`config.mk`:
```
export PLATFORM = sky130hd
export DESIGN_NAME = sensor_frame_packer
export DESIGN_NICKNAME = d
export VERILOG_FILES = /design/src/rtl/sensor_frame_packer_pkg.sv /design/src/rtl/sensor_frame_packer_bin8_to_ascii3.sv /design/src/rtl/sensor_frame_packer.sv
export SDC_FILE = /design/constraint.sdc
export NUM_CORES = 1
export LEC_CHECK = 0
export ABC_AREA = 1
export BUFFER_PORTS_ARGS = -buffer_cell sky130_fd_sc_hd__buf_2
export CAP_MARGIN = 20
export CORE_ASPECT_RATIO = 0.75
export CORE_UTILIZATION = 35
export CTS_CLUSTER_SIZE = 8
export DETAILED_ROUTE_END_ITERATION = 16
export GPL_TIMING_DRIVEN = 0
export SYNTH_ARGS = -nofsm -noshare
export SYNTH_HDL_FRONTEND = slang
export SYNTH_SLANG_ARGS = --single-unit
```
`constraint.sdc`:
```
create_clock -name clk -period 4.3 [get_ports clk]
set_input_delay 0 -clock clk [delete_from_list [all_inputs] [get_ports clk]]
set_output_delay 0 -clock clk [all_outputs]
set_load 0.01 [all_outputs]
```
`src/rtl/sensor_frame_packer_pkg.sv`:
```
// Shared types and ASCII constants for the sensor frame packer.
// Frames: "D=ddd\r\n" (7 bytes) and "T=ddd,H=ddd\r\n" (13 bytes).
package sensor_frame_packer_pkg;

   typedef enum logic [2:0] {
      IDLE,
      LOAD,
      SEND,
      WAIT_ACK,
      WAIT_DONE
   } state_e;

   localparam logic [7:0] CH_D     = 8'h44;
   localparam logic [7:0] CH_T     = 8'h54;
   localparam logic [7:0] CH_H     = 8'h48;
   localparam logic [7:0] CH_EQ    = 8'h3D;
   localparam logic [7:0] CH_COMMA = 8'h2C;
   localparam logic [7:0] CH_CR    = 8'h0D;
   localparam logic [7:0] CH_LF    = 8'h0A;
   localparam logic [7:0] CH_ZERO  = 8'h30;

   localparam logic [3:0] LAST_DIST = 4'd6;
   localparam logic [3:0] LAST_TH   = 4'd12;

   function automatic logic [3:0] last_idx(input logic is_th);
      return is_th ? LAST_TH : LAST_DIST;
   endfunction

endpackage

```
`src/rtl/sensor_frame_packer_bin8_to_ascii3.sv`:
```
// Combinational 8-bit unsigned to three ASCII decimal digits.
// Double-dabble: add 3 to any BCD nibble >= 5 before each shift.
module bin8_to_ascii3
   import sensor_frame_packer_pkg::*;
(
   input  logic [7:0] i_bin,
   output logic [7:0] o_hund,
   output logic [7:0] o_tens,
   output logic [7:0] o_ones
);

   logic [19:0] sh;

   always_comb begin
      sh = {12'd0, i_bin};
      for (int i = 0; i < 8; i++) begin
         if (sh[11:8] >= 4'd5)
            sh[11:8] = sh[11:8] + 4'd3;
         if (sh[15:12] >= 4'd5)
            sh[15:12] = sh[15:12] + 4'd3;
         if (sh[19:16] >= 4'd5)
            sh[19:16] = sh[19:16] + 4'd3;
         sh = sh << 1;
      end
   end

   assign o_hund = CH_ZERO | {4'h0, sh[19:16]};
   assign o_tens = CH_ZERO | {4'h0, sh[15:12]};
   assign o_ones = CH_ZERO | {4'h0, sh[11:8]};

endmodule

```
`src/rtl/sensor_frame_packer.sv`:
```
// Packs distance and temperature/humidity samples into ASCII
// frames and feeds them byte by byte to a UART transmitter.
module sensor_frame_packer
   import sensor_frame_packer_pkg::*;
#(
   parameter int ACK_TIMEOUT = 16
) (
   input  logic       clk,
   input  logic       reset,
   input  logic       i_dist_valid,
   input  logic [7:0] i_dist,
   input  logic       i_th_valid,
   input  logic [7:0] i_temp,
   input  logic [7:0] i_hum,
   input  logic       i_tx_busy,
   output logic       o_tx_start,
   output logic [7:0] o_tx_data,
   output logic       o_frame_active,
   output logic [7:0] o_drop_cnt
);

   localparam int TW = $clog2(ACK_TIMEOUT + 1);
   localparam logic [TW-1:0] TMO_LAST = TW'(ACK_TIMEOUT - 1);

   state_e        state_q, state_d;
   logic          dist_pend_q, dist_pend_d;
   logic          th_pend_q, th_pend_d;
   logic [7:0]    dist_snap_q, dist_snap_d;
   logic [7:0]    temp_snap_q, temp_snap_d;
   logic [7:0]    hum_snap_q, hum_snap_d;
   logic [7:0]    drop_q, drop_d;
   logic          is_th_q, is_th_d;
   logic [7:0]    fa_q, fa_d;
   logic [7:0]    fb_q, fb_d;
   logic [3:0]    idx_q, idx_d;
   logic [TW-1:0] tmo_q, tmo_d;

   logic       load_dist, load_th;
   logic       drop_dist, drop_th;
   logic       advance, last_byte;
   logic [8:0] drop_sum;
   logic [7:0] a_h, a_t, a_o;
   logic [7:0] b_h, b_t, b_o;
   logic [7:0] cur_byte;

   bin8_to_ascii3 u_conv_a (
      .i_bin  (fa_q),
      .o_hund (a_h),
      .o_tens (a_t),
      .o_ones (a_o)
   );

   bin8_to_ascii3 u_conv_b (
      .i_bin  (fb_q),
      .o_hund (b_h),
      .o_tens (b_t),
      .o_ones (b_o)
   );

   assign load_dist = (state_q == LOAD) && dist_pend_q;
   assign load_th   = (state_q == LOAD) && !dist_pend_q;
   assign last_byte = (idx_q == last_idx(is_th_q));

   // A pulse landing on the edge its type is loaded is not a drop.
   assign drop_dist = i_dist_valid && dist_pend_q && !load_dist;
   assign drop_th   = i_th_valid && th_pend_q && !load_th;

   always_comb begin
      dist_pend_d = dist_pend_q;
      th_pend_d   = th_pend_q;
      dist_snap_d = dist_snap_q;
      temp_snap_d = temp_snap_q;
      hum_snap_d  = hum_snap_q;
      if (load_dist)
         dist_pend_d = 1'b0;
      if (load_th)
         th_pend_d = 1'b0;
      if (i_dist_valid) begin
         dist_pend_d = 1'b1;
         dist_snap_d = i_dist;
      end
      if (i_th_valid) begin
         th_pend_d   = 1'b1;
         temp_snap_d = i_temp;
         hum_snap_d  = i_hum;
      end
      drop_sum = {1'b0, drop_q} + {8'd0, drop_dist}
               + {8'd0, drop_th};
      drop_d   = drop_sum[8] ? 8'hFF : drop_sum[7:0];
   end

   always_comb begin
      state_d    = state_q;
      is_th_d    = is_th_q;
      fa_d       = fa_q;
      fb_d       = fb_q;
      idx_d      = idx_q;
      tmo_d      = tmo_q;
      o_tx_start = 1'b0;
      advance    = 1'b0;
      unique case (state_q)
         IDLE: begin
            if (dist_pend_q || th_pend_q)
               state_d = LOAD;
         end
         LOAD: begin
            is_th_d = !dist_pend_q;
            fa_d    = dist_pend_q ? dist_snap_q : temp_snap_q;
            fb_d    = hum_snap_q;
            idx_d   = 4'd0;
            state_d = SEND;
         end
         SEND: begin
            if (!i_tx_busy) begin
               o_tx_start = 1'b1;
               tmo_d      = '0;
               state_d    = WAIT_ACK;
            end
         end
         WAIT_ACK: begin
            if (i_tx_busy)
               state_d = WAIT_DONE;
            else if (tmo_q == TMO_LAST)
               advance = 1'b1;
            else
               tmo_d = tmo_q + 1'b1;
         end
         WAIT_DONE: begin
            if (!i_tx_busy)
               advance = 1'b1;
         end
         default: state_d = IDLE;
      endcase
      if (advance) begin
         if (last_byte) begin
            state_d = IDLE;
         end else begin
            idx_d   = idx_q + 4'd1;
            state_d = SEND;
         end
      end
   end

   always_comb begin
      cur_byte = 8'h00;
      unique case (idx_q)
         4'd0:    cur_byte = is_th_q ? CH_T : CH_D;
         4'd1:    cur_byte = CH_EQ;
         4'd2:    cur_byte = a_h;
         4'd3:    cur_byte = a_t;
         4'd4:    cur_byte = a_o;
         4'd5:    cur_byte = is_th_q ? CH_COMMA : CH_CR;
         4'd6:    cur_byte = is_th_q ? CH_H : CH_LF;
         4'd7:    cur_byte = CH_EQ;
         4'd8:    cur_byte = b_h;
         4'd9:    cur_byte = b_t;
         4'd10:   cur_byte = b_o;
         4'd11:   cur_byte = CH_CR;
         4'd12:   cur_byte = CH_LF;
         default: cur_byte = 8'h00;
      endcase
   end

   assign o_frame_active = (state_q != IDLE);
   assign o_tx_data      = o_frame_active ? cur_byte : 8'h00;
   assign o_drop_cnt     = drop_q;

   always_ff @(posedge clk or posedge reset) begin
      if (reset) begin
         state_q     <= IDLE;
         dist_pend_q <= 1'b0;
         th_pend_q   <= 1'b0;
         dist_snap_q <= 8'h00;
         temp_snap_q <= 8'h00;
         hum_snap_q  <= 8'h00;
         drop_q      <= 8'h00;
         is_th_q     <= 1'b0;
         fa_q        <= 8'h00;
         fb_q        <= 8'h00;
         idx_q       <= 4'd0;
         tmo_q       <= '0;
      end else begin
         state_q     <= state_d;
         dist_pend_q <= dist_pend_d;
         th_pend_q   <= th_pend_d;
         dist_snap_q <= dist_snap_d;
         temp_snap_q <= temp_snap_d;
         hum_snap_q  <= hum_snap_d;
         drop_q      <= drop_d;
         is_th_q     <= is_th_d;
         fa_q        <= fa_d;
         fb_q        <= fb_d;
         idx_q       <= idx_d;
         tmo_q       <= tmo_d;
      end
   end

endmodule

```
Word-level counts from Yosys, hierarchy flattened
Cells that the tools add are included.
{"block": "totals", "regBits": 63, "elab_cells": 198, "in_bits": 29, "output_inout_bits": 18}
{"block": "op_classes", "n_reduce_logical": 19, "eq_ne": 25, "muxes": 66, "magnitude_cmp": 36, "add_sub_neg": 40}
{"operator": "$ge A4 B3 Y1 const B", "count": 30}
{"operator": "$mux W4", "count": 28}
{"operator": "$add A4 B2 Y4 const B", "count": 22}
{"operator": "$pmux W7 S12", "count": 1}
{"operator": "$mux W3", "count": 16}
{"operator": "$add A3 B2 Y3 const B", "count": 8}
{"operator": "$mux W8", "count": 3}
{"operator": "$eq A4 B4 Y1 const B", "count": 5}
{"operator": "$mux W5", "count": 4}
{"operator": "$eq A4 B3 Y1 const B", "count": 4}
{"operator": "$pmux W3 S5", "count": 1}
{"operator": "$add A1 B2 Y3 const B", "count": 4}
{"operator": "$ge A1 B3 Y1 const B", "count": 4}
{"operator": "$pmux W5 S2", "count": 1}
{"operator": "$add A8 B1 Y9", "count": 1}
{"operator": "$add A9 B1 Y9", "count": 1}
{"operator": "$ne A3 B3 Y1 const B", "count": 3}
{"operator": "$eq A4 B2 Y1 const B", "count": 2}
{"operator": "$mux W1", "count": 8}
{"operator": "$ne A2 B2 Y1 const B", "count": 4}
{"operator": "$reduce_and A4 Y1", "count": 2}
{"operator": "$mux W7", "count": 1}
{"operator": "$add A1 B2 Y3 const AB", "count": 2}
{"operator": "$eq A3 B2 Y1 const B", "count": 2}
{"operator": "19 further kinds", "count": 29}

Logic depth before layout (Yosys ltp)
{"block": "depth", "word_depth": 16, "mapped_depth": 39, "depth_no_buf": 39}

Cells and area by module
From an unflattened synthesis, not the netlist that was laid out.
{"block": "hier_totals", "hier_cells": 792, "area_unflattened_um2": 5186.2}
{"module": "sensor_frame_packer", "instances": 1, "seq_area_each_um2": 1576.5, "area_per_inst_um2": 3415.8, "cells_per_inst": 461}
{"module": "bin8_to_ascii3 at u_conv_b", "instances": 1, "seq_area_each_um2": 0.0, "area_per_inst_um2": 908.4, "cells_per_inst": 167}
{"module": "bin8_to_ascii3 at u_conv_a", "instances": 1, "seq_area_each_um2": 0.0, "area_per_inst_um2": 862.1, "cells_per_inst": 164}

Worst setup path before layout
No wires, ideal clock.
{"block": "synth_timing", "kind": "reg-to-output", "from": "register fa_q[6]", "to": "output o_tx_data[1]", "t_arrival_ns": 4.023, "path_stages_with_launch": 34, "required_time_ns": 4.300, "slack_ns": 0.277, "n_path_buf": 0, "cell_sequence": "dfrtp_1 > inv_1 > ha_1 > nand2_2 > nand3_1 > nand2_2 > ha_1 > nand2_1 > nand3_2 > nand2_2 > nand2_1 > nand2_2 > ha_1 > inv_1 > or2_2 > nand3_2 > nand2_2 > nand2_1 > and2_4 > ha_1 > inv_1 > or2_2 > nand3_2 > nand3_1 > and2_1 > ha_1 > nand2_1 > nand3_2 > a21oi_1 > nor2_1 > nor2_1 > nand3_1 > nand2_1 > inv_1"}
{"block": "synth_via", "elab_chain_len": 14, "word_cells_on_any_way": 46, "classes_between": "add/sub: 14; order compare: 15; mux: 17"}
{"item": "start, declared", "line_no": "sensor_frame_packer.sv:33", "source": "logic [7:0] fa_q, fa_d;"}
{"item": "start signal, assigned", "line_no": "sensor_frame_packer.sv:178", "source": "fa_q <= 8'h00;"}
{"item": "start signal, assigned", "line_no": "sensor_frame_packer.sv:191", "source": "fa_q <= fa_d;"}
{"item": "$add A4 B2 Y4 or $ge A4 B3 Y1 (tied branches)", "line_no": "sensor_frame_packer_bin8_to_ascii3.sv:18, sensor_frame_packer_bin8_to_ascii3.sv:17"}
{"item": "$mux W4 (*)", "line_no": "sensor_frame_packer_bin8_to_ascii3.sv:17", "source": "if (sh[11:8] >= 4'd5)"}
{"item": "$add A4 B2 Y4 (tied with other cells)", "line_no": "sensor_frame_packer_bin8_to_ascii3.sv:18", "source": "sh[11:8] = sh[11:8] + 4'd3;"}
{"item": "$mux W4, on equally long branches", "line_no": "sensor_frame_packer_bin8_to_ascii3.sv:17, sensor_frame_packer_bin8_to_ascii3.sv:19"}
{"item": "$add A4 B2 Y4 (tied with other cells)", "line_no": "sensor_frame_packer_bin8_to_ascii3.sv:18"}
{"item": "$mux W4 (tied with other cells)", "line_no": "sensor_frame_packer_bin8_to_ascii3.sv:17"}
{"item": "$ge A4 B3 Y1 (tied with other cells)", "line_no": "sensor_frame_packer_bin8_to_ascii3.sv:17"}
{"item": "$mux W4 (tied with other cells)", "line_no": "sensor_frame_packer_bin8_to_ascii3.sv:17"}
{"item": "$add A4 B2 Y4 (tied with other cells)", "line_no": "sensor_frame_packer_bin8_to_ascii3.sv:18"}
{"item": "$mux W4 (tied with other cells)", "line_no": "sensor_frame_packer_bin8_to_ascii3.sv:17"}
{"item": "$add A4 B2 Y4 (tied with other cells)", "line_no": "sensor_frame_packer_bin8_to_ascii3.sv:20", "source": "sh[15:12] = sh[15:12] + 4'd3;"}
{"item": "$mux W4 (tied with other cells)", "line_no": "sensor_frame_packer_bin8_to_ascii3.sv:19", "source": "if (sh[15:12] >= 4'd5)"}
{"item": "$pmux W7 S12 (*)", "line_no": "sensor_frame_packer.sv:146", "source": "unique case (idx_q)"}
{"item": "$mux W8 (*)", "line_no": "sensor_frame_packer.sv:165", "source": "assign o_tx_data = o_frame_active ? cur_byte : 8'h00;"}
{"item": "end, declared", "line_no": "sensor_frame_packer.sv:17", "source": "output logic [7:0] o_tx_data,"}
Mark *: on every way between the ends. The rest lies on a longest branch, timed or not.

Worst setup path in the final report
{"block": "layout_timing", "from": "register fa_q[5]", "to": "output o_tx_data[1]"}
{"block": "layout_via", "elab_chain_len": 12, "word_cells_on_any_way": 37, "classes_between": "add/sub: 11; order compare: 12; mux: 14"}
{"item": "$add A4 B2 Y4 or $ge A4 B3 Y1 (tied branches)", "line_no": "sensor_frame_packer_bin8_to_ascii3.sv:18, sensor_frame_packer_bin8_to_ascii3.sv:17"}
{"item": "$mux W4 (*)", "line_no": "sensor_frame_packer_bin8_to_ascii3.sv:17"}
{"item": "$add A4 B2 Y4 (tied with other cells)", "line_no": "sensor_frame_packer_bin8_to_ascii3.sv:18"}
{"item": "$mux W4, on equally long branches", "line_no": "sensor_frame_packer_bin8_to_ascii3.sv:17, sensor_frame_packer_bin8_to_ascii3.sv:19"}
{"item": "$add A4 B2 Y4 (tied with other cells)", "line_no": "sensor_frame_packer_bin8_to_ascii3.sv:18"}
{"item": "$mux W4 (tied with other cells)", "line_no": "sensor_frame_packer_bin8_to_ascii3.sv:17"}
{"item": "$add A4 B2 Y4 (tied with other cells)", "line_no": "sensor_frame_packer_bin8_to_ascii3.sv:18"}
{"item": "$mux W4 (tied with other cells)", "line_no": "sensor_frame_packer_bin8_to_ascii3.sv:17"}
{"item": "$add A4 B2 Y4 (tied with other cells)", "line_no": "sensor_frame_packer_bin8_to_ascii3.sv:20"}
{"item": "$mux W4 (tied with other cells)", "line_no": "sensor_frame_packer_bin8_to_ascii3.sv:19"}
{"item": "$pmux W7 S12 (*)", "line_no": "sensor_frame_packer.sv:146"}
{"item": "$mux W8 (*)", "line_no": "sensor_frame_packer.sv:165"}
Marked as above.

==> flow_metrics.env <==
export IMPL_synth_largest_area_cell="dfrtp_1"
export IMPL_io_buffers=44
export IMPL_synth_top_area_share_pct=33.64
export IMPL_ys_async_sr_fraction_pct=100.0
export IMPL_final_hold_viol_count=0
export IMPL_synth_edff_count=0
export IMPL_cp_start_kind="flip-flop"
export IMPL_grt_pass1_vias=4715
export IMPL_setup_slack_ns=-0.1374
export IMPL_maxCapViolations=0
export IMPL_drive_gt1_share_pct=34.56
export IMPL_synth_seq_cells=63
export IMPL_die_area_um2=13860
export IMPL_antenna_cells=0
export IMPL_worstMarginPinSlew_ns=0.7570
export IMPL_firstDrtPassIters=5
export IMPL_syn2layout_area_growth_pct=41.87
export IMPL_start_util_pct=36.00
export IMPL_cts_tree="yes"
export IMPL_violations="setup timing"
export IMPL_rows=36
export IMPL_clk_latency_ns=0.33
export IMPL_syn_avg_cell_area_um2=7.321
export IMPL_status="complete, but fails checks"
export IMPL_via_count=4794
export IMPL_netlist_top_cells_count="nand2_1, inv_1, dfrtp_1"
export IMPL_yosys_warnings=0
export IMPL_required_ns=4.30
export IMPL_end_kind="primary output"
export IMPL_dieHeight_um=102.2
export IMPL_htree_levels=3
export IMPL_clk_pin_slew_ns=0.05
export IMPL_clkSinkCount=63
export IMPL_clockBufferDepth=2
export IMPL_first_iter_violations=337
export IMPL_grt_use_total_pct=20.01
export IMPL_worst_hold_path_type="in2reg"
export IMPL_min_period_ns=4.437
export IMPL_overflow=0
export IMPL_synth_seq_area_share_pct=33.64
export IMPL_crit_path_frequent_cell="nand2_2"
export IMPL_multiInputGateArea_um2=3151
export IMPL_final_seq_area_um2=1577
export IMPL_layout_worst_path_cycle_share_pct=103.2
export IMPL_stdcell_count=958
export IMPL_grt_pass1_wl_um=21990
export IMPL_relSlewSlack_pct=49.53
export IMPL_dp_cells=856
export IMPL_setup_violations=4
export IMPL_fp_dieW_um=135.6
export IMPL_synth_cell_type_count=43
export IMPL_cts_root_buffer="clkbuf_16"
export IMPL_cts_buffers=9
export IMPL_cp_data_arrival_time_ns=4.44
export IMPL_rsz0062_at_grt="yes"
export IMPL_fillCellCount=1160
export IMPL_max_freq_mhz=225.4
export IMPL_syn_nets=702
export IMPL_yosysMostFrequentCell="nand2_1"
export IMPL_drt_total_wl_um=13230
export IMPL_hpwl_um=8866
export IMPL_fin_nets=845
export IMPL_io_pins=47
export IMPL_synth_area_leaders="dfrtp_1, nand2_1, ha_1, inv_1, nand3_1"
export IMPL_critPathMaxFanout=3
export IMPL_fin_skew_ns=0.005294
export IMPL_gp_congestion=0.9265
export IMPL_worstSetupPathType="reg2out"
export IMPL_synthFlopType="dfrtp_1"
export IMPL_cpMaxStageDelayCell="dfrtp_1"
export IMPL_grt_max_degree=40
export IMPL_antenna_found_initial=0
export IMPL_drv_slew=0
export IMPL_post_drt_wl_per_cell_um=13.81
export IMPL_detail_route_antenna_nets=0
export IMPL_synth_area_um2=4686
export IMPL_coreArea_um2=13020
export IMPL_drc=0
export IMPL_viasPerCell=5.004
export IMPL_max_stage_delay_ns=0.41
export IMPL_netlist_instances=640
-- critical path, delay by kind of cell, from the launching register on --
| family | cells | cell delay (ns) |
|---|---|---|
| AOI/OAI and AO/OA | 1 | 0.11 |
| and+or+nand+nor | 23 | 2.30 |
| DFF | 1 | 0.41 |
| adders and majority gates | 5 | 0.79 |
| buffers and inverters | 8 | 0.51 |
-- layout make-up --
class	instances	area share, %
multi-input combinational	456	47.39
sequential	63	23.72
timing repair buffer	132	14.68
inverter	113	6.494
clock buffer	11	3.651
tap	171	3.219
buffer	8	0.5082
clock inverter	4	0.3388
-- stage by stage --
stage                     area, µm²  hold slack (ns)  worst slack (ns)  TNS (ns)  util, %
after floorplan                4686           0.1210            0.2774         0        -
after global placement         5120           0.2108           -0.1529   -0.4164    39.33
after detailed placement       5140           0.1032           -0.4261    -1.440    39.48
after CTS                      6324          0.08326           -0.1017   -0.2699    48.58
after global routing           6648           0.1187           -0.4127    -1.509    51.07
final                          6648          0.09426           -0.1374   -0.3786    51.07
-- layer usage --
layer / track usage (%) / wire length, µm / up-vias
li1: - / - / 2379
met1: 24.68 / 6111 / 2259
met2: 34.26 / 6143 / 135
met3: 5.010 / 707 / 21
met4: 6.655 / 268 / 0
met5: 0 / 0 / -
-- sequential cells by signal, summed over array words and instances, names as in the netlist --
name,count
dist_pend_q,1
dist_snap_q,8
fa_q,8
fb_q,8
hum_snap_q,8
idx_q,4
is_th_q,1
o_drop_cnt,8
state_q,3
temp_snap_q,8
th_pend_q,1
tmo_q,5
-- layout by cell type, fill, tap and decap left out, types with 3 or more instances in the layout --
| cell | n |
|---|---|
| nand2_1 | 124 |
| inv_1 | 83 |
| dfrtp_1 | 63 |
| buf_4 | 57 |
| nand3_1 | 49 |
| buf_2 | 44 |
| nor2_1 | 43 |
| o21ai_0 | 35 |
| nand2_2 | 32 |
| dlygate4sd3_1 | 27 |
| inv_2 | 25 |
| ha_4 | 19 |
| nand3_2 | 18 |
| nand2_4 | 14 |
| mux2_2 | 13 |
| nor3_1 | 12 |
| a21oi_1 | 10 |
| nand4_1 | 9 |
| ha_1 | 9 |
| clkbuf_16 | 9 |
| clkbuf_1 | 8 |
| o221ai_1 | 8 |
| nand3_4 | 8 |
| o21ai_1 | 7 |
| ha_2 | 4 |
| buf_6 | 4 |
| clkinv_1 | 3 |
| o22ai_1 | 3 |
| a31oi_1 | 3 |
| a21oi_2 | 3 |
| clkinv_2 | 3 |
-- final timing paths --
kind                                                 from                    endpoint  slack, ns  cells after the start
worst min register to register  hum_snap_q[2]$_DFFE_PP0P_         fb_q[2]$_DFFE_PP0P_       0.49                      2
worst max-delay path                  fa_q[5]$_DFFE_PP0P_                o_tx_data[1]      -0.14                     37
worst max register to register     state_q[2]$_DFFE_PP0P_     o_drop_cnt[5]$_DFF_PP0_       0.75                     12
worst min-delay path                         i_dist_valid  dist_snap_q[2]$_DFFE_PP0P_       0.09                      2
max in group asynchronous                           reset         fa_q[4]$_DFFE_PP0P_       3.38                      4
min in group asynchronous                           reset     o_drop_cnt[7]$_DFF_PP0_       0.29                      3
-- kinds of logic after synthesis --
group           share of synthesized area [%]
flops                                   33.64
buf+inv                                 9.773
mux                                     3.124
simple gates                            33.06
fa+ha+maj                               8.972
compound gates                          11.35
other cells                           0.08003
-- repair_timing --
item,4_1_cts,5_1_grt
buffers inserted,44,17
endpoints found under the hold margin,49,0
hold buffers,27,0
setup endpoints to repair,4,4
resized for setup,82,43
pin swaps,46,38
Power is left out: the tool's default activity adds up to more than one toggle a clock period on the data nets, which glitch-free logic cannot reach.
